`src/rtl/core_pkg.sv`:
```
// Shared RV32 core constants: opcodes, load/store funct3 codes and the memory-stage FSM states.
package core_pkg;

    localparam logic [6:0] OPC_LUI    = 7'b0110111;
    localparam logic [6:0] OPC_AUIPC  = 7'b0010111;
    localparam logic [6:0] OPC_JAL    = 7'b1101111;
    localparam logic [6:0] OPC_JALR   = 7'b1100111;
    localparam logic [6:0] OPC_BRANCH = 7'b1100011;
    localparam logic [6:0] OPC_LOAD   = 7'b0000011;
    localparam logic [6:0] OPC_STORE  = 7'b0100011;
    localparam logic [6:0] OPC_OPIMM  = 7'b0010011;
    localparam logic [6:0] OPC_OP     = 7'b0110011;
    localparam logic [6:0] OPC_SYS    = 7'b1110011;
    localparam logic [6:0] OPC_CUS    = 7'b0001011;

    localparam logic [2:0] F3_B  = 3'b000;
    localparam logic [2:0] F3_H  = 3'b001;
    localparam logic [2:0] F3_W  = 3'b010;
    localparam logic [2:0] F3_BU = 3'b100;
    localparam logic [2:0] F3_HU = 3'b101;

    typedef enum logic [0:0] {
        ST_IDLE = 1'b0,
        ST_WAIT = 1'b1
    } mem_state_e;

    // Register-file write enable for an instruction retiring through MEM_WB
    function automatic logic writes_rd(input logic [31:0] inst, input logic [4:0] rd);
        logic hit;
        case (inst[6:0])
            OPC_LUI, OPC_AUIPC, OPC_JAL, OPC_JALR,
            OPC_LOAD, OPC_OPIMM, OPC_OP, OPC_CUS: hit = 1'b1;
            default:                              hit = 1'b0;
        endcase
        return hit && (rd != 5'd0);
    endfunction

endpackage

```
`src/rtl/mem_access_load_align.sv`:
```
// Load lane extraction: selects the addressed byte/half/word of DATAI and sign/zero extends it.
module load_align
    import core_pkg::*;
(
    input  logic [31:0] data_i,
    input  logic [2:0]  funct3_i,
    input  logic [1:0]  addr_lo_i,
    output logic [31:0] result_o
);

    logic [31:0] lane;

    assign lane = data_i >> {addr_lo_i, 3'b000};

    always_comb begin
        result_o = '0;
        case (funct3_i)
            F3_B:    result_o = {{24{lane[7]}}, lane[7:0]};
            F3_H:    result_o = {{16{lane[15]}}, lane[15:0]};
            F3_W:    result_o = lane;
            F3_BU:   result_o = {24'd0, lane[7:0]};
            F3_HU:   result_o = {16'd0, lane[15:0]};
            default: result_o = '0;
        endcase
    end

endmodule

```
`src/rtl/mem_access.sv`:
```
// Memory pipeline stage: drives the data bus for loads/stores, stalls on DACK with a timeout, fills MEM_WB.
// Optional MEM_MISALIGN_TRAP_EN: misaligned half/word accesses are trapped instead of issued.
module mem_access
    import core_pkg::*;
#(
    parameter int unsigned TIMEOUT = 16
) (
    input  logic        CLK,
    input  logic        RES,
    input  logic [31:0] EX_MEM_inst,
    input  logic [31:0] EX_MEM_pc,
    input  logic [31:0] EX_MEM_alu,
    input  logic [31:0] EX_MEM_rs2,
    input  logic [4:0]  EX_MEM_rd,
    input  logic        EX_MEM_is_load,
    input  logic        EX_MEM_is_store,
    output logic [31:0] DADDR,
    output logic [31:0] DATAO,
    output logic [3:0]  BE,
    output logic        RD,
    output logic        WR,
    input  logic [31:0] DATAI,
    input  logic        DACK,
    output logic [31:0] MEM_WB_inst,
    output logic [4:0]  MEM_WB_rd,
    output logic [31:0] MEM_WB_data,
    output logic        MEM_WB_we,
    output logic        HLT,
    output logic        BUSERR,
    output logic        MISALIGN
);

    mem_state_e  state_q, state_d;
    logic [7:0]  cnt_q, cnt_d;

    logic [31:0] hold_inst_q, hold_alu_q, hold_rs2_q;
    logic [4:0]  hold_rd_q;
    logic        hold_load_q, hold_store_q;
    logic        hold_en;

    logic [31:0] wb_inst_q, wb_inst_d;
    logic [31:0] wb_data_q, wb_data_d;
    logic [4:0]  wb_rd_q, wb_rd_d;
    logic        wb_we_q, wb_we_d;
    logic        buserr_q, buserr_d;

    logic [31:0] cur_inst, cur_alu, cur_rs2;
    logic [4:0]  cur_rd;
    logic        cur_load, cur_store;
    logic        in_wait;
    logic [2:0]  f3;
    logic [1:0]  a_lo;
    logic        mem_op, misaligned, access, timeout_hit, is_link;
    logic [3:0]  be_c;
    logic [31:0] wdata_c, load_data;
    logic        done_we;
    logic [31:0] done_data;

    // While waiting, the bus and writeback use the snapshot, so upstream changes are ignored
    assign in_wait   = (state_q == ST_WAIT);
    assign cur_inst  = in_wait ? hold_inst_q  : EX_MEM_inst;
    assign cur_alu   = in_wait ? hold_alu_q   : EX_MEM_alu;
    assign cur_rs2   = in_wait ? hold_rs2_q   : EX_MEM_rs2;
    assign cur_rd    = in_wait ? hold_rd_q    : EX_MEM_rd;
    assign cur_load  = in_wait ? hold_load_q  : EX_MEM_is_load;
    assign cur_store = in_wait ? hold_store_q : EX_MEM_is_store;

    assign f3      = cur_inst[14:12];
    assign a_lo    = cur_alu[1:0];
    assign mem_op  = cur_load | cur_store;
    assign is_link = (cur_inst[6:0] == OPC_JAL) || (cur_inst[6:0] == OPC_JALR);

`ifdef MEM_MISALIGN_TRAP_EN
    assign misaligned = mem_op && (((f3[1:0] == 2'b01) && a_lo[0]) ||
                                   ((f3[1:0] == 2'b10) && (a_lo != 2'b00)));
`else
    assign misaligned = 1'b0;
`endif

    assign timeout_hit = in_wait && (cnt_q == 8'(TIMEOUT)) && !DACK;
    assign access      = RES && mem_op && !misaligned && !timeout_hit;

    assign RD    = access && cur_load;
    assign WR    = access && cur_store;
    assign HLT   = access && !DACK;
    assign DADDR = {cur_alu[31:2], 2'b00};
    assign BE    = be_c;
    assign DATAO = wdata_c;

    always_comb begin
        be_c    = '0;
        wdata_c = cur_rs2;
        case (f3[1:0])
            2'b00: begin
                be_c    = 4'b0001 << a_lo;
                wdata_c = {4{cur_rs2[7:0]}};
            end
            2'b01: begin
                be_c    = 4'b0011 << a_lo;
                wdata_c = {2{cur_rs2[15:0]}};
            end
            2'b10:   be_c = 4'b1111;
            default: be_c = '0;
        endcase
    end

    load_align u_load_align (
        .data_i    (DATAI),
        .funct3_i  (f3),
        .addr_lo_i (a_lo),
        .result_o  (load_data)
    );

    assign done_we   = writes_rd(cur_inst, cur_rd) && !misaligned;
    assign done_data = cur_load ? load_data : (is_link ? EX_MEM_pc + 32'd4 : cur_alu);

    always_comb begin
        state_d   = state_q;
        cnt_d     = cnt_q;
        hold_en   = 1'b0;
        wb_inst_d = '0;
        wb_rd_d   = '0;
        wb_data_d = '0;
        wb_we_d   = 1'b0;
        buserr_d  = 1'b0;
        case (state_q)
            ST_IDLE: begin
                if (access && !DACK) begin
                    state_d = ST_WAIT;
                    cnt_d   = 8'd1;
                    hold_en = 1'b1;
                end else begin
                    wb_inst_d = cur_inst;
                    wb_rd_d   = cur_rd;
                    wb_data_d = done_data;
                    wb_we_d   = done_we;
                end
            end
            ST_WAIT: begin
                if (DACK) begin
                    state_d   = ST_IDLE;
                    cnt_d     = '0;
                    wb_inst_d = cur_inst;
                    wb_rd_d   = cur_rd;
                    wb_data_d = done_data;
                    wb_we_d   = done_we;
                end else if (timeout_hit) begin
                    state_d   = ST_IDLE;
                    cnt_d     = '0;
                    buserr_d  = 1'b1;
                    wb_inst_d = cur_inst;
                    wb_rd_d   = cur_rd;
                end else begin
                    cnt_d = cnt_q + 8'd1;
                end
            end
            default: state_d = ST_IDLE;
        endcase
    end

    always_ff @(posedge CLK) begin
        if (!RES) begin
            state_q   <= ST_IDLE;
            cnt_q     <= '0;
            wb_inst_q <= '0;
            wb_rd_q   <= '0;
            wb_data_q <= '0;
            wb_we_q   <= 1'b0;
            buserr_q  <= 1'b0;
        end else begin
            state_q   <= state_d;
            cnt_q     <= cnt_d;
            wb_inst_q <= wb_inst_d;
            wb_rd_q   <= wb_rd_d;
            wb_data_q <= wb_data_d;
            wb_we_q   <= wb_we_d;
            buserr_q  <= buserr_d;
        end
    end

    always_ff @(posedge CLK) begin
        if (hold_en) begin
            hold_inst_q  <= EX_MEM_inst;
            hold_alu_q   <= EX_MEM_alu;
            hold_rs2_q   <= EX_MEM_rs2;
            hold_rd_q    <= EX_MEM_rd;
            hold_load_q  <= EX_MEM_is_load;
            hold_store_q <= EX_MEM_is_store;
        end
    end

`ifdef MEM_MISALIGN_TRAP_EN
    logic mis_q;

    always_ff @(posedge CLK) begin
        if (!RES) mis_q <= 1'b0;
        else      mis_q <= misaligned;
    end

    assign MISALIGN = mis_q;
`else
    assign MISALIGN = 1'b0;
`endif

    assign MEM_WB_inst = wb_inst_q;
    assign MEM_WB_rd   = wb_rd_q;
    assign MEM_WB_data = wb_data_q;
    assign MEM_WB_we   = wb_we_q;
    assign BUSERR      = buserr_q;

endmodule

```
`config.mk`:
```
export PLATFORM = sky130hd
export DESIGN_NAME = mem_access
export DESIGN_NICKNAME = d
export VERILOG_FILES = /design/src/rtl/core_pkg.sv /design/src/rtl/mem_access_load_align.sv /design/src/rtl/mem_access.sv
export SDC_FILE = /design/constraint.sdc
export NUM_CORES = 1
export LEC_CHECK = 0
export BUFFER_PORTS_ARGS = -buffer_cell sky130_fd_sc_hd__buf_2
export CAP_MARGIN = 0
export CORE_ASPECT_RATIO = 0.5
export CORE_MARGIN = 3
export CORE_UTILIZATION = 25
export CTS_CLUSTER_DIAMETER = 30
export DETAILED_ROUTE_END_ITERATION = 16
export PLACE_DENSITY = 0.47
export SYNTH_ARGS = -nofsm -noshare
export SYNTH_HDL_FRONTEND = slang
export SYNTH_HIERARCHICAL = 1
export SYNTH_SLANG_ARGS = --single-unit
export TNS_END_PERCENT = 10
```
`constraint.sdc`:
```
create_clock -name CLK -period 8.35 [get_ports CLK]
set_input_delay 0 -clock CLK [delete_from_list [all_inputs] [get_ports CLK]]
set_output_delay 0 -clock CLK [all_outputs]
set_load 0.02 [all_outputs]
```
=== After elaboration in Yosys (flattened, before gate mapping) ===
Index checks and enable logic that the tools add are counted.

* Logic and storage cells: 89
* Register bits after elaboration: 183
* Output and inout bits: 143

* Equality and inequality tests: 16
* Add/subtract/negate cells: 2
* Shifts and indexed selects: 3
* Bitwise gates (word level): 3
* Reductions and logical operators: 16
* Multiplexer cells: 36

{| class="wikitable"
|+ Operators with widths
! kind !! number
|-
| $mux W32 || 10
|-
| $pmux W32 S2 || 3
|-
| $pmux W32 S5 || 1
|-
| $add A32 B3 Y32 const B || 1
|-
| $shr A32 B5 Y32 || 1
|-
| $mux W8 || 3
|-
| $mux W5 || 4
|-
| $pmux W8 S2 || 1
|-
| $eq A7 B5 Y1 const B || 2
|-
| $eq A7 B6 Y1 const B || 2
|-
| $eq A7 B7 Y1 const B || 2
|-
| $pmux W4 S3 || 1
|-
| $mux W1 || 10
|-
| $pmux W5 S2 || 1
|-
| $add A8 B1 Y8 const B || 1
|-
| $eq A8 B5 Y1 const B || 1
|-
| $logic_and A1 B1 Y1 || 8
|-
| $reduce_or A8 Y1 || 1
|-
| $eq A7 B2 Y1 const B || 1
|-
| $eq A7 B4 Y1 const B || 1
|-
| $eq A3 B3 Y1 const B || 2
|-
| $reduce_bool A5 Y1 || 1
|-
| $pmux W1 S2 || 2
|-
| $shl A1 B2 Y4 const A || 1
|-
| 13 further kinds || 15
|}

=== Depth between registers and ports, before layout ===
Gate-level depths: netlist (run 1).

* Word-level depth: 8
* Gate-level depth with buffers: 13
* Depth with buffers taken out: 9

=== Cells and area by module ===
The synthesis (run 1) kept the hierarchy.

{| class="wikitable"
|+ Modules (own cells, without submodules)
! module !! times used !! area each (sq um) !! cells each
|-
| mem_access || 1 || 8496.9 || 751
|-
| load_align || 1 || 803.3 || 109
|}

=== Worst setup path before layout (run 1) ===
OpenSTA, ideal clock, no wires.

* Path type: register to register
* Start: register cnt_q[0]
* End: register hold_alu_q[0] (enable)
* Slack: 2.044 ns
* Stages on the path, launching flop included: 8
* Data arrival time: 5.740 ns
* Period minus slack after synthesis: 6.306 ns
* Path buffers: 1
* Cells stage by stage: dfxtp_1 -> inv_1 -> ha_1 -> nor4bb_4 -> a21oi_1 -> clkbuf_1 -> nand3b_1 -> nor2_1

* Cells in the longest elaborated chain, start to end: 8

{| class="wikitable"
|+ Ends and longest elaborated chain
! element !! RTL line !! text
|-
| from (decl) || mem_access.sv:34 || <nowiki>logic [7:0] cnt_q, cnt_d;</nowiki>
|-
| from (signal assigned) || mem_access.sv:172 || <nowiki>cnt_q <= cnt_d;</nowiki>
|-
| $eq A8 B5 Y1 || mem_access.sv:80 || <nowiki>assign timeout_hit = in_wait && (cnt_q == 8'(TIMEOUT)) && !DACK;</nowiki>
|-
| $logic_and A1 B1 Y1 (2 in a row) || mem_access.sv:80 ||
|-
| $logic_not A1 Y1 || mem_access.sv:81 || <nowiki>assign access = RES && mem_op && !misaligned && !timeout_hit;</nowiki>
|-
| $logic_and A1 B1 Y1 || mem_access.sv:81 ||
|-
| $logic_and A1 B1 Y1 || mem_access.sv:128 || <nowiki>if (access && !DACK) begin</nowiki>
|-
| $mux W1 || mem_access.sv:128 ||
|-
| $mux W1 || mem_access.sv:126 || <nowiki>case (state_q)</nowiki>
|-
| net hold_en || mem_access.sv:39 || <nowiki>logic hold_en;</nowiki>
|-
| to (signal assigned) || mem_access.sv:184 || <nowiki>hold_alu_q <= EX_MEM_alu;</nowiki>
|-
| to (decl) || mem_access.sv:36 || <nowiki>logic [31:0] hold_inst_q, hold_alu_q, hold_rs2_q;</nowiki>
|}

The timed path passes the listed nets, and every way through them passes these cells.
A chain may end at the register's enable or synchronous reset.

=== Worst setup path in the final report (run 1) ===
* Start: register state_q (netlist: in_wait)
* End: register wb_data_q[26] (netlist: MEM_WB_data[26])

{| class="wikitable"
|+ RTL lines
! element !! RTL line !! text
|-
| from (decl) || mem_access.sv:33 || <nowiki>mem_state_e state_q, state_d;</nowiki>
|-
| from (signal assigned) || mem_access.sv:171 || <nowiki>state_q <= state_d;</nowiki>
|-
| $mux W32 (on tied branches) || mem_access.sv:62, mem_access.sv:61 ||
|-
| $shr A32 B5 Y32 (tied with other cells) || mem_access_load_align.sv:13 || <nowiki>assign lane = data_i >> {addr_lo_i, 3'b000};</nowiki>
|-
| $pmux W32 S5 * || mem_access_load_align.sv:17 || <nowiki>case (funct3_i)</nowiki>
|-
| net load_data[26] || mem_access.sv:55 || <nowiki>logic [31:0] wdata_c, load_data;</nowiki>
|-
| $mux W32 * || mem_access.sv:115 || <nowiki>assign done_data = cur_load ? load_data : (is_link ? EX_MEM_pc + 32'd4 : cur_alu);</nowiki>
|-
| $mux W32 (on tied branches) || mem_access.sv:140, mem_access.sv:128 ||
|-
| $pmux W32 S2 * || mem_access.sv:126 ||
|-
| to (signal assigned) || mem_access.sv:175 || <nowiki>wb_data_q <= wb_data_d;</nowiki>
|-
| to (decl) || mem_access.sv:42 || <nowiki>logic [31:0] wb_data_q, wb_data_d;</nowiki>
|}

Mark *: on every way through the listed nets, which the timed path passes. The rest lies on a longest branch.

==> results of run 1 <==
-- state kept, by name (all words and copies together), names as in the netlist --
signal / cells
BUSERR: 1
MEM_WB_data: 32
MEM_WB_inst: 32
MEM_WB_rd: 5
MEM_WB_we: 1
cnt_q: 8
hold_alu_q: 32
hold_inst_q: 32
hold_load_q: 1
hold_rd_q: 5
hold_rs2_q: 32
hold_store_q: 1
in_wait: 1
-- cells by family (layout without fill, tap and decap cells) --
family,after synthesis,after routing,synth area share [%]
compound gates,208,208,16.1
xor+xnor,24,24,2.26
fa+ha+maj,3,3,0.404
buf+inv,103,498,6.39
flops,183,183,50.5
mux,84,84,9.58
other cells,1,4,0.0403
simple gates,254,254,14.8
-- synthesized netlist by cell type (10+ instances only) --
cell type | number | area share (%)
sky130_fd_sc_hd__xor2_1 | 20 | 1.9
sky130_fd_sc_hd__mux2_2 | 40 | 4.8
sky130_fd_sc_hd__nor3_1 | 18 | 0.97
sky130_fd_sc_hd__a21oi_1 | 37 | 2.0
sky130_fd_sc_hd__nor2b_1 | 12 | 0.81
sky130_fd_sc_hd__inv_1 | 18 | 0.73
sky130_fd_sc_hd__edfxtp_1 | 103 | 33
sky130_fd_sc_hd__o32ai_1 | 11 | 1.0
sky130_fd_sc_hd__nor2_1 | 51 | 2.1
sky130_fd_sc_hd__nand4_1 | 10 | 0.67
sky130_fd_sc_hd__o21ai_0 | 37 | 2.0
sky130_fd_sc_hd__a211oi_1 | 14 | 1.1
sky130_fd_sc_hd__o221ai_1 | 21 | 2.0
sky130_fd_sc_hd__nand2_1 | 75 | 3.0
sky130_fd_sc_hd__clkbuf_1 | 20 | 0.81
sky130_fd_sc_hd__dfxtp_1 | 80 | 17
sky130_fd_sc_hd__nand3_1 | 36 | 1.9
sky130_fd_sc_hd__buf_4 | 36 | 2.9
sky130_fd_sc_hd__buf_2 | 22 | 1.2
sky130_fd_sc_hd__mux2i_1 | 44 | 4.7
sky130_fd_sc_hd__a22o_1 | 32 | 3.0
-- worst paths after layout --
path	cells past startpoint	start	slack (ps)	to
worst min-delay path	4	DATAI[27]	30	MEM_WB_data[27]
worst max-delay path	10	in_wait	3760	MEM_WB_data[26]
worst max register to register	10	in_wait	3760	MEM_WB_data[26]
worst min register to register	1	hold_inst_q[11]	460	MEM_WB_inst[11]
-- layout by cell type, fill, tap and decap left out, drive strengths merged, types with 32 or more instances in the layout --
cell	Yosys	final
a22o	32	32
nor2	54	54
buf	64	319
a21oi	38	38
dfxtp	80	80
nand2	76	76
mux2	40	40
dlygate4sd3	0	128
o21ai	48	48
nand3	36	36
mux2i	44	44
edfxtp	103	103
-- through the flow --
stage | instances | total power [mW] | hold slack [ps]
global route | 1741 | 2.40 | 27.9
finish | 1742 | 2.30 | 31.9
floorplan | 862 | 1.31 | 75.8
CTS | 1741 | 2.33 | 1.87
detailed placement | 1581 | 1.47 | 192
global placement | 1581 | 1.47 | 191
-- worst max-delay path, cell delays in order (launching register included) --
cell,delay [ps]
sky130_fd_sc_hd__dfxtp_4,760
sky130_fd_sc_hd__buf_4,710
sky130_fd_sc_hd__nor2b_1,360
sky130_fd_sc_hd__a21oi_2,760
sky130_fd_sc_hd__inv_2,400
sky130_fd_sc_hd__a311oi_4,370
sky130_fd_sc_hd__o211a_4,270
sky130_fd_sc_hd__a21o_1,90
sky130_fd_sc_hd__nand2_1,40
sky130_fd_sc_hd__o221ai_1,170
sky130_fd_sc_hd__dlygate4sd3_1,560
-- area by class of cell --
type                            instances  area share (%)
Inverter                               19           0.554
Sequential cell                       183            36.5
Clock buffer                           19            3.36
Clock inverter                         13            1.05
Multi-Input combinational cell        576            31.3
Antenna cell                            1          0.0194
Tap cell                              484            4.70
Timing Repair Buffer                  447            22.5
-- power breakdown --
group	leakage, nW	total [mW]	switching (mW)	internal [mW]
logic	3.36	0.482	0.289	0.193
registers	1.61	1.02	0.0189	0.999
clock network	0.276	0.802	0.402	0.399
-- per-layer routing --
layer	share of wire, %	GRT usage (%)
met5	0	0
met4	3.0	6.43
met3	3.2	3.10
met2	53	29.8
met1	41	18.3
==> results.rst, run 1 <==
.. list-table::
   :header-rows: 1

   * - Metric
     - Value
   * - Initial Util
     - 25.6%
   * - Cell area after synthesis
     - 9300 um^2
   * - Number of violations of the max-capacitance limit
     - 0
   * - Final Core Density
     - 35.5%
   * - Number of buffers added to fix hold violations after cts
     - 128
   * - Number of flops mapped to enable cells by yosys
     - 103
   * - Gate count of the mapped netlist
     - 860
   * - TritonCTS clock tree
     - done
   * - Starting DRT DRC Count
     - 508
   * - Largest net degree at the start of global routing
     - 65
   * - Yosys reg bits
     - 183
   * - Peak supply drop
     - 130 uV
   * - CP Data Required Time
     - 8730 ps
   * - Post-route DRC
     - 0
   * - Resized cells post-CTS
     - 0
   * - Area growth from synthesis to final layout
     - 38.5%
   * - Proportion of layout cells with a drive suffix above 1
     - 33.7%
   * - Count of fill cells added during filler insertion
     - 3659
   * - Reg clk slew, reported paths
     - 80 ps
   * - Overall die height
     - 142 um
   * - Number of unique standard cell types used by synthesis
     - 70
   * - Die Width
     - 279 um
   * - Number of nets in the layout
     - 1417
   * - Primary FF master, synth
     - sky130_fd_sc_hd__edfxtp_1
   * - Hold Vio Cnt, Final
     - 0
   * - Vias in the first global route
     - 8546
   * - Final weighted congestion in routability-driven placement
     - 0.858
   * - Count of input and output buffers
     - 309
   * - Final setup TNS
     - 0 ps
   * - Overall track demand over capacity in global routing
     - 16.1%
   * - Mean Syn Cell Area
     - 10.8 um^2
   * - Number of iterations in the first detailed-routing pass
     - 5
   * - CTS sink count
     - 183
   * - Transition time at the pin with the least slew margin
     - 1210 ps
   * - Antenna Nets Post-Route
     - 0
   * - Kind of capture point of the worst setup path
     - flop
   * - Average wire length per cell after detail routing
     - 18.6 um
   * - CP Class
     - reg -> reg
   * - Final setup violation count
     - 0
   * - Instance area at placement
     - 11000 um^2
   * - Non-Filler Cell Area, Final
     - 12900 um^2
   * - Arrival time of data at the critical path endpoint
     - 4980 ps
   * - Buffers inserted by post-CTS timing repair
     - 0
   * - Cell leakage power
     - 5.25 nW
   * - Core Rows
     - 49
   * - DP HPWL
     - 24.2 mm
   * - Clock Root Buffer
     - sky130_fd_sc_hd__clkbuf_16
   * - Die Footprint
     - 39700 um^2
   * - Vias
     - 8190
   * - Post-DR vias/cell
     - 4.70
   * - Flip-flop and latch area
     - 4700 um^2
   * - Outcome
     - completed
   * - Maximum clock skew at final layout
     - 12.3 ps
   * - Maximum level of the CTS H-tree
     - 4
   * - Count of final max-slew check failures
     - 0
   * - Top Ports
     - 313
   * - Initial antenna violation count
     - 0
   * - Share of synthesized area occupied by flip-flops and latches
     - 50.5%
   * - Final period util
     - 55.0%
   * - Top achievable clock speed
     - 0.218 GHz
   * - Worst slew margin relative to its limit
     - 19.1%
   * - Total global routing overflow
     - 0
   * - Setup ws final
     - 3760 ps
   * - Bufs on Longest Clock Path
     - 2
   * - TritonCTS Buffers
     - 17
   * - Total wire length
     - 32.4 mm
   * - Setup repair after global routing missed its margin
     - no
   * - Top fanout value on the critical path
     - 52
   * - Wire length of the first global-routing pass
     - 49.2 mm
   * - Hold WC Path Type
     - in -> reg
   * - Area of combinational cells with multiple inputs
     - 4040 um^2
   * - Clock latency on the worst-skew pair
     - 440 ps
   * - Type of element launching the critical path
     - flop
   * - Power density over the cells
     - 179 nW/um^2
   * - Minimum setup slack after placement
     - 4100 ps
   * - Core box area
     - 36300 um^2
   * - Synth warn
     - 6
   * - Post-synth ARST share
     - 0%
   * - Post-route minimum period
     - 4590 ps
Power figures use the tool's default switching activity.
==> run 2: changes to the inputs <==
Clock period 8.35 ns to 4.6 ns, I/O delays scaled along.
==> results.rst, run 2 (synthesized netlist as in run 1, its figures left out) <==
.. list-table::
   :header-rows: 1

   * - Metric
     - Value
   * - Top library cells by usage in the layout, fill and taps aside
     - sky130_fd_sc_hd__buf_2 (309), sky130_fd_sc_hd__dlygate4sd3_1 (131), sky130_fd_sc_hd__edfxtp_1 (103)
   * - Maximum clock skew at final layout
     - 12.1 ps (-0.191 ps)
   * - TritonCTS clock tree
     - done
   * - Outcome
     - completed
   * - CTS sink count
     - 183 (unchanged)
   * - Area growth from synthesis to final layout
     - 39.2%
   * - TritonCTS Buffers
     - 17 (unchanged)
   * - Final period util
     - 83.5% (+28 points)
   * - Cell mode on critical path
     - sky130_fd_sc_hd__nand2_1
   * - Largest stage delay on the critical path
     - 820 ps (+60 ps)
   * - Post-route DRC
     - 0 (unchanged)
   * - Worst slew margin relative to its limit
     - 38.8% (+20 points)
   * - Post-DR vias/cell
     - 4.70 (about the same)
   * - DP HPWL
     - 24.2 mm (+0.25%)
   * - Reg clk slew, reported paths
     - 80 ps (about the same)
   * - Most frequent standard cell in the layout excluding fill and tap cells
     - sky130_fd_sc_hd__buf_2
   * - Hold Vio Cnt, Final
     - 0 (unchanged)
   * - Final weighted congestion in routability-driven placement
     - 0.871 (+1.4%)
   * - Met2 Usage GRT
     - 29.7% (-0.091 points)
   * - Initial Util
     - 25.6% (unchanged)
   * - Arrival time of data at the critical path endpoint
     - 4230 ps (-750 ps)
   * - Type of element launching the critical path
     - flop
   * - Total global routing overflow
     - 0 (unchanged)
   * - Cell family contributing the most delay on the critical path
     - buffers and inverters
   * - Met1 track utilization from global routing
     - 17.8% (-0.50 points)
   * - Antenna Nets Post-Route
     - 0 (unchanged)
   * - Wire length of the first global-routing pass
     - 48.4 mm (-1.7%)
   * - Final Core Density
     - 35.7% (+0.16 points)
   * - Crit-path slowest cell
     - sky130_fd_sc_hd__dfxtp_4
   * - Post-route minimum period
     - 3840 ps (-754 ps)
   * - Starting DRT DRC Count
     - 381 (-25%)
   * - Number of nets in the layout
     - 1424 (+0.49%)
   * - Top achievable clock speed
     - 0.261 GHz (+20%)
   * - Overall die height
     - 142 um (unchanged)
   * - CP Data Required Time
     - 4990 ps (-3740 ps)
   * - Proportion of layout cells with a drive suffix above 1
     - 33.9% (+0.21 points)
   * - Count of final max-slew check failures
     - 0 (unchanged)
   * - Average wire length per cell after detail routing
     - 18.6 um (about the same)
   * - Transition time at the pin with the least slew margin
     - 914 ps (-296 ps)
   * - Core box area
     - 36300 um^2 (unchanged)
   * - Setup repair after global routing missed its margin
     - no
   * - Power density over the cells
     - 324 nW/um^2 (+81%)
   * - Clock Root Buffer
     - sky130_fd_sc_hd__clkbuf_16
   * - Maximum level of the CTS H-tree
     - 4 (unchanged)
   * - Bufs on Longest Clock Path
     - 2 (unchanged)
   * - Top fanout value on the critical path
     - 51 (-1.9%)
   * - Core Rows
     - 49 (unchanged)
   * - Initial antenna violation count
     - 1 (+1)
   * - Final setup TNS
     - 0 ps (unchanged)
   * - Die Footprint
     - 39700 um^2 (unchanged)
   * - Hold WC Path Type
     - in -> reg
   * - Vias
     - 8216 (+0.32%)
   * - Vias in the first global route
     - 8315 (-2.7%)
   * - Critical path cell sequence
     - buf_4, inv_1, nand2_1, nand2_1, nor2_2, nand3b_2, nor2_2, a21o_1, nand2_1, o221ai_1, dlygate4sd3_1
   * - Count of input and output buffers
     - 309 (unchanged)
   * - Non-filler instance count after layout
     - 1749 (+0.40%)
   * - Total power
     - 4.19 mW (+82%)
   * - Final setup violation count
     - 0 (unchanged)
   * - Buffers inserted by post-CTS timing repair
     - 0 (unchanged)
   * - Peak supply drop
     - 252 uV (+94%)
   * - Worst Hold Margin
     - 21.6 ps (-10.4 ps)
   * - Cell leakage power
     - 5.29 nW (+0.76%)
   * - Clock latency on the worst-skew pair
     - 450 ps (about the same)
   * - Number of violations of the max-capacitance limit
     - 0 (unchanged)
   * - Kind of capture point of the worst setup path
     - flop
   * - Top Ports
     - 313 (unchanged)
   * - CP Class
     - reg -> reg
   * - Overall track demand over capacity in global routing
     - 15.8% (-0.23 points)
   * - Largest net degree at the start of global routing
     - 59 (-9.2%)
   * - Die Width
     - 279 um (unchanged)
   * - Total wire length
     - 32.5 mm (+0.37%)
   * - Cell count after placement
     - 1585 (+0.25%)
   * - Worst Path Buf+Inv
     - 3 (unchanged)
   * - Met3 capacity usage during global routing
     - 3.43% (+0.33 points)
   * - Number of iterations in the first detailed-routing pass
     - 4 (-1)
   * - Layer with the highest usage
     - met2
==> run 2: changes by cell type in the layout (fill, tap and decap cells not counted) <==
cell	delta
sky130_fd_sc_hd__dlygate4sd3_1	+3
sky130_fd_sc_hd__clkinvlp_4	+1
sky130_fd_sc_hd__buf_4	+4
sky130_fd_sc_hd__clkbuf_4	+1
sky130_fd_sc_hd__inv_6	+5
sky130_fd_sc_hd__clkinv_8	-1
sky130_fd_sc_hd__inv_8	-4
sky130_fd_sc_hd__clkbuf_16	+1
sky130_fd_sc_hd__clkinv_2	+1
sky130_fd_sc_hd__clkinv_4	-3
sky130_fd_sc_hd__clkbuf_1	-1
==> run 2: layout make-up <==
class / instances / area (um^2)
antenna: 1 / 2.50
clock buffer: 20 / 462
clock inverter: 12 / 104
fill: 3724 / 23400
inverter: 19 / 71.3
multi-input combinational: 576 / 4040
sequential: 183 / 4700
tap: 484 / 606
timing repair buffer: 454 / 2960
==> run 2: worst paths after layout <==
check | end | cells after the start | slack (ps) | startpoint
worst max-delay path | MEM_WB_data[25] | 11 | 760 | in_wait
worst min-delay path | MEM_WB_data[11] | 4 | 20 | EX_MEM_pc[11]
worst max register to register | MEM_WB_data[25] | 11 | 760 | in_wait
worst min register to register | MEM_WB_inst[18] | 1 | 450 | hold_inst_q[18]
==> run 2: power by group <==
group	total, mW	leakage [nW]	switching, mW	internal (mW)
Clock	1.46	0.275	0.711	0.749
Combinational	0.880	3.40	0.524	0.355
Sequential	1.85	1.61	0.0345	1.81
Total	4.19	5.29	1.27	2.92
==> run 2: repair_timing <==
item	in CTS	in global routing
endpoints found under the hold margin	164	0
resized for setup	0	0
hold buffers	131	0
==> run 2: stage by stage <==
step / worst slack [ps] / instance area (um^2)
3_5_place_dp: 1280 / 11100
3_3_place_gp: 1320 / 11100
6_report: 761 / 12900
4_1_cts: 747 / 12900
5_1_grt: 449 / 12900
2_1_floorplan: 17.8 / 9310
==> run 2: worst reg2reg max path, cell delays in order, from the launching register on <==
cell,delay (ps)
sky130_fd_sc_hd__dfxtp_4,820
sky130_fd_sc_hd__buf_4,610
sky130_fd_sc_hd__inv_1,220
sky130_fd_sc_hd__nand2_1,120
sky130_fd_sc_hd__nand2_1,190
sky130_fd_sc_hd__nor2_2,250
sky130_fd_sc_hd__nand3b_2,250
sky130_fd_sc_hd__nor2_2,370
sky130_fd_sc_hd__a21o_1,180
sky130_fd_sc_hd__nand2_1,40
sky130_fd_sc_hd__o221ai_1,180
sky130_fd_sc_hd__dlygate4sd3_1,560
==> run 2: layer usage <==
layer / routed length, um / vias up
met2: 17300 / 152
li1: - / 3966
met4: 954 / 0
met3: 962 / 41
met1: 13300 / 4057
met5: 0 / -
==> run 3: changes to the inputs <==
Settings changed: PLACE_DENSITY 0.47 to 0.49.
Clock period 4.6 ns to 3.1 ns, I/O delays scaled along.
==> results.rst, run 3 (synthesized netlist as in run 1, its figures left out) <==
.. list-table::
   :header-rows: 1

   * - Metric
     - Value
   * - Outcome
     - completed
   * - Final Core Density
     - 36.0% (+0.33 points)
   * - Peak supply drop
     - 363 uV (+44%)
   * - Part of the total power dissipated in sequential elements
     - 43.6% (-0.5 points)
   * - Maximum level of the CTS H-tree
     - 4 (unchanged)
   * - CTS sink count
     - 183 (unchanged)
   * - Switching part of the total power
     - 31.2% (+0.89 points)
   * - Total wire length
     - 32.6 mm (+0.27%)
   * - Core Rows
     - 49 (unchanged)
   * - Launch instance of the worst register-to-register path
     - in_wait
   * - Overall die height
     - 142 um (unchanged)
   * - Sw power
     - 1.96 mW (+54%)
   * - Worst Hold Margin
     - 25.6 ps (+4.02 ps)
   * - Number of iterations in the first detailed-routing pass
     - 4 (unchanged)
   * - Cell mode on critical path
     - sky130_fd_sc_hd__buf_4
   * - Proportion of layout cells with a drive suffix above 1
     - 34.9% (+1.1 points)
   * - Post-route minimum period
     - 2740 ps
   * - TritonCTS Buffers
     - 17 (unchanged)
   * - Minimum setup slack after placement
     - 546 ps (-735 ps)
   * - Count of final max-slew check failures
     - 0 (unchanged)
   * - Cell leakage power
     - 5.34 nW (+0.99%)
   * - Post-route DRC
     - 0 (unchanged)
   * - Count of fill cells added during filler insertion
     - 3684 (-1.1%)
   * - Crit-path slowest cell
     - sky130_fd_sc_hd__dfxtp_4
   * - Core box area
     - 36300 um^2 (unchanged)
   * - Final setup violation count
     - 0 (unchanged)
   * - Critical path cell sequence
     - buf_4, nand2b_1, and2_1, buf_4, nand2_1, a21oi_1, buf_2
   * - Maximum clock skew at final layout
     - 13.1 ps (+1.06 ps)
   * - Top library cells by usage in the layout, fill and taps aside
     - sky130_fd_sc_hd__buf_2 (309), sky130_fd_sc_hd__dlygate4sd3_1 (128), sky130_fd_sc_hd__edfxtp_1 (103)
   * - Starting DRT DRC Count
     - 358 (-6.0%)
   * - Clock latency on the worst-skew pair
     - 450 ps (about the same)
   * - Post-DR vias/cell
     - 4.69 (-0.11%)
   * - Number of violations of the max-capacitance limit
     - 0 (unchanged)
   * - Kind of capture point of the worst setup path
     - output port
   * - Total global routing overflow
     - 0 (unchanged)
   * - Most frequent standard cell in the layout excluding fill and tap cells
     - sky130_fd_sc_hd__buf_2
   * - Bufs on Longest Clock Path
     - 2 (unchanged)
   * - Number of nets in the layout
     - 1431 (+0.49%)
   * - Antenna Nets Post-Route
     - 0 (unchanged)
   * - Startpoint of the worst hold path
     - DATAI[29]
   * - Vias
     - 8249 (+0.40%)
   * - Final weighted congestion in routability-driven placement
     - 0.853 (-2.1%)
   * - Combinational fraction of design power
     - 21.1% (about the same)
   * - Clock Root Buffer
     - sky130_fd_sc_hd__clkbuf_16
   * - Count of input and output buffers
     - 309 (unchanged)
   * - Launching instance or port of the critical path
     - in_wait
   * - Power Internal
     - 4.31 mW (+48%)
   * - Overall track demand over capacity in global routing
     - 15.9% (+0.093 points)
   * - Largest net degree at the start of global routing
     - 64 (+8.5%)
   * - TritonCTS clock tree
     - done
   * - Average wire length per cell after detail routing
     - 18.5 um (-0.24%)
   * - Area growth from synthesis to final layout
     - 40.5%
   * - Largest stage delay on the critical path
     - 420 ps (-400 ps)
   * - Transition time at the pin with the least slew margin
     - 740 ps (-174 ps)
   * - Power density over the cells
     - 480 nW/um^2 (+48%)
   * - Vias in the first global route
     - 8675 (+4.3%)
   * - CP Data Required Time
     - 3100 ps (-1890 ps)
   * - Hold Vio Cnt, Final
     - 0 (unchanged)
   * - Reg clk slew, reported paths
     - 80 ps (about the same)
   * - Initial Util
     - 25.6% (unchanged)
   * - Initial antenna violation count
     - 3 (+2)
   * - Clock network fraction of design power
     - 35.2% (+0.3 points)
   * - Type of element launching the critical path
     - flop
   * - Top Ports
     - 313 (unchanged)
   * - Wire length of the first global-routing pass
     - 49.2 mm (+1.6%)
   * - Final period util
     - 88.5%
   * - Worst slew margin relative to its limit
     - 50.2% (+11 points)
   * - DP HPWL
     - 24.5 mm (+0.97%)
   * - Top achievable clock speed
     - 0.365 GHz
   * - Die Footprint
     - 39700 um^2 (unchanged)
   * - Die Width
     - 279 um (unchanged)
   * - Final setup TNS
     - 0 ps (unchanged)
   * - Top fanout value on the critical path
     - 27 (-47%)
   * - Setup ws final
     - 358 ps (-403 ps)
   * - Arrival time of data at the critical path endpoint
     - 2740 ps (-1490 ps)
   * - Setup repair after global routing missed its margin
     - no
   * - Total power
     - 6.27 mW (+50%)
   * - Hold WC Path Type
     - in -> reg
   * - CP Class
     - reg -> out
run 3: changes by cell type in the layout (fill, tap and decap cells not counted), sizes merged:
cell         delta
buf            +10
clkbuf          -3
clkinv          +3
dlygate4sd3     -3
clkinvlp        -2
diode           +2
inv             +2
run 3: final cells by class:
| cell class | count | area [um^2] | share of cell area [%] |
|---|---|---|---|
| timing repair buffer | 461 | 3050 | 23.3 |
| multi-input combinational | 576 | 4050 | 31.0 |
| sequential | 183 | 4700 | 36.0 |
| antenna | 3 | 7.51 | 0.0575 |
| clock buffer | 17 | 425 | 3.26 |
| clock inverter | 15 | 154 | 1.18 |
| inverter | 19 | 71.3 | 0.546 |
| tap | 484 | 606 | 4.64 |
run 3: final timing paths:
path / end / slack, ps / depth (start not counted)
min reg2reg: MEM_WB_inst[10] / 460 / 1
max: DATAO[12] / 360 / 7
max reg2reg: MEM_WB_data[29] / 570 / 10
min: MEM_WB_data[29] / 30 / 4
run 3: layer usage:
| layer | share of wire, % | global-route usage, % | routed length (um) |
|---|---|---|---|
| met1 | 41 | 18.1 | 13300 |
| met2 | 52 | 29.1 | 17000 |
| met3 | 3.1 | 3.08 | 1030 |
| met4 | 3.9 | 7.42 | 1280 |
| met5 | 0 | 0 | 0 |
run 3: worst max-delay path: cells and delay by family (launching register included):
kind	cells	cell delay, ps
buffers and inverters	3	830
and+or+nand+nor	3	720
DFF	1	420
AOI/OAI and AO/OA	1	310
run 3: timing repair:
action,CTS,global route
endpoints found under the setup margin,0,0
setup buffers,0,0
endpoints found under the hold margin,170,0
hold buffers,128,0
gates resized for setup,0,0
run 3: power by group through the flow:
stage          logic (mW)  clock network, mW  registers, mW
2_1_floorplan       0.677                  0           2.85
3_3_place_gp         1.19                  0           2.79
3_5_place_dp         1.20                  0           2.79
4_1_cts              1.33               2.28           2.73
5_1_grt              1.43               2.36           2.75
6_report             1.32               2.21           2.73
run 3: stage by stage:
stage / cells / cell area [um^2]
after floorplan: 862 / 9340
after global placement: 1595 / 11200
after detailed placement: 1595 / 11200
after CTS: 1755 / 13100
after global routing: 1758 / 13100
final: 1758 / 13100
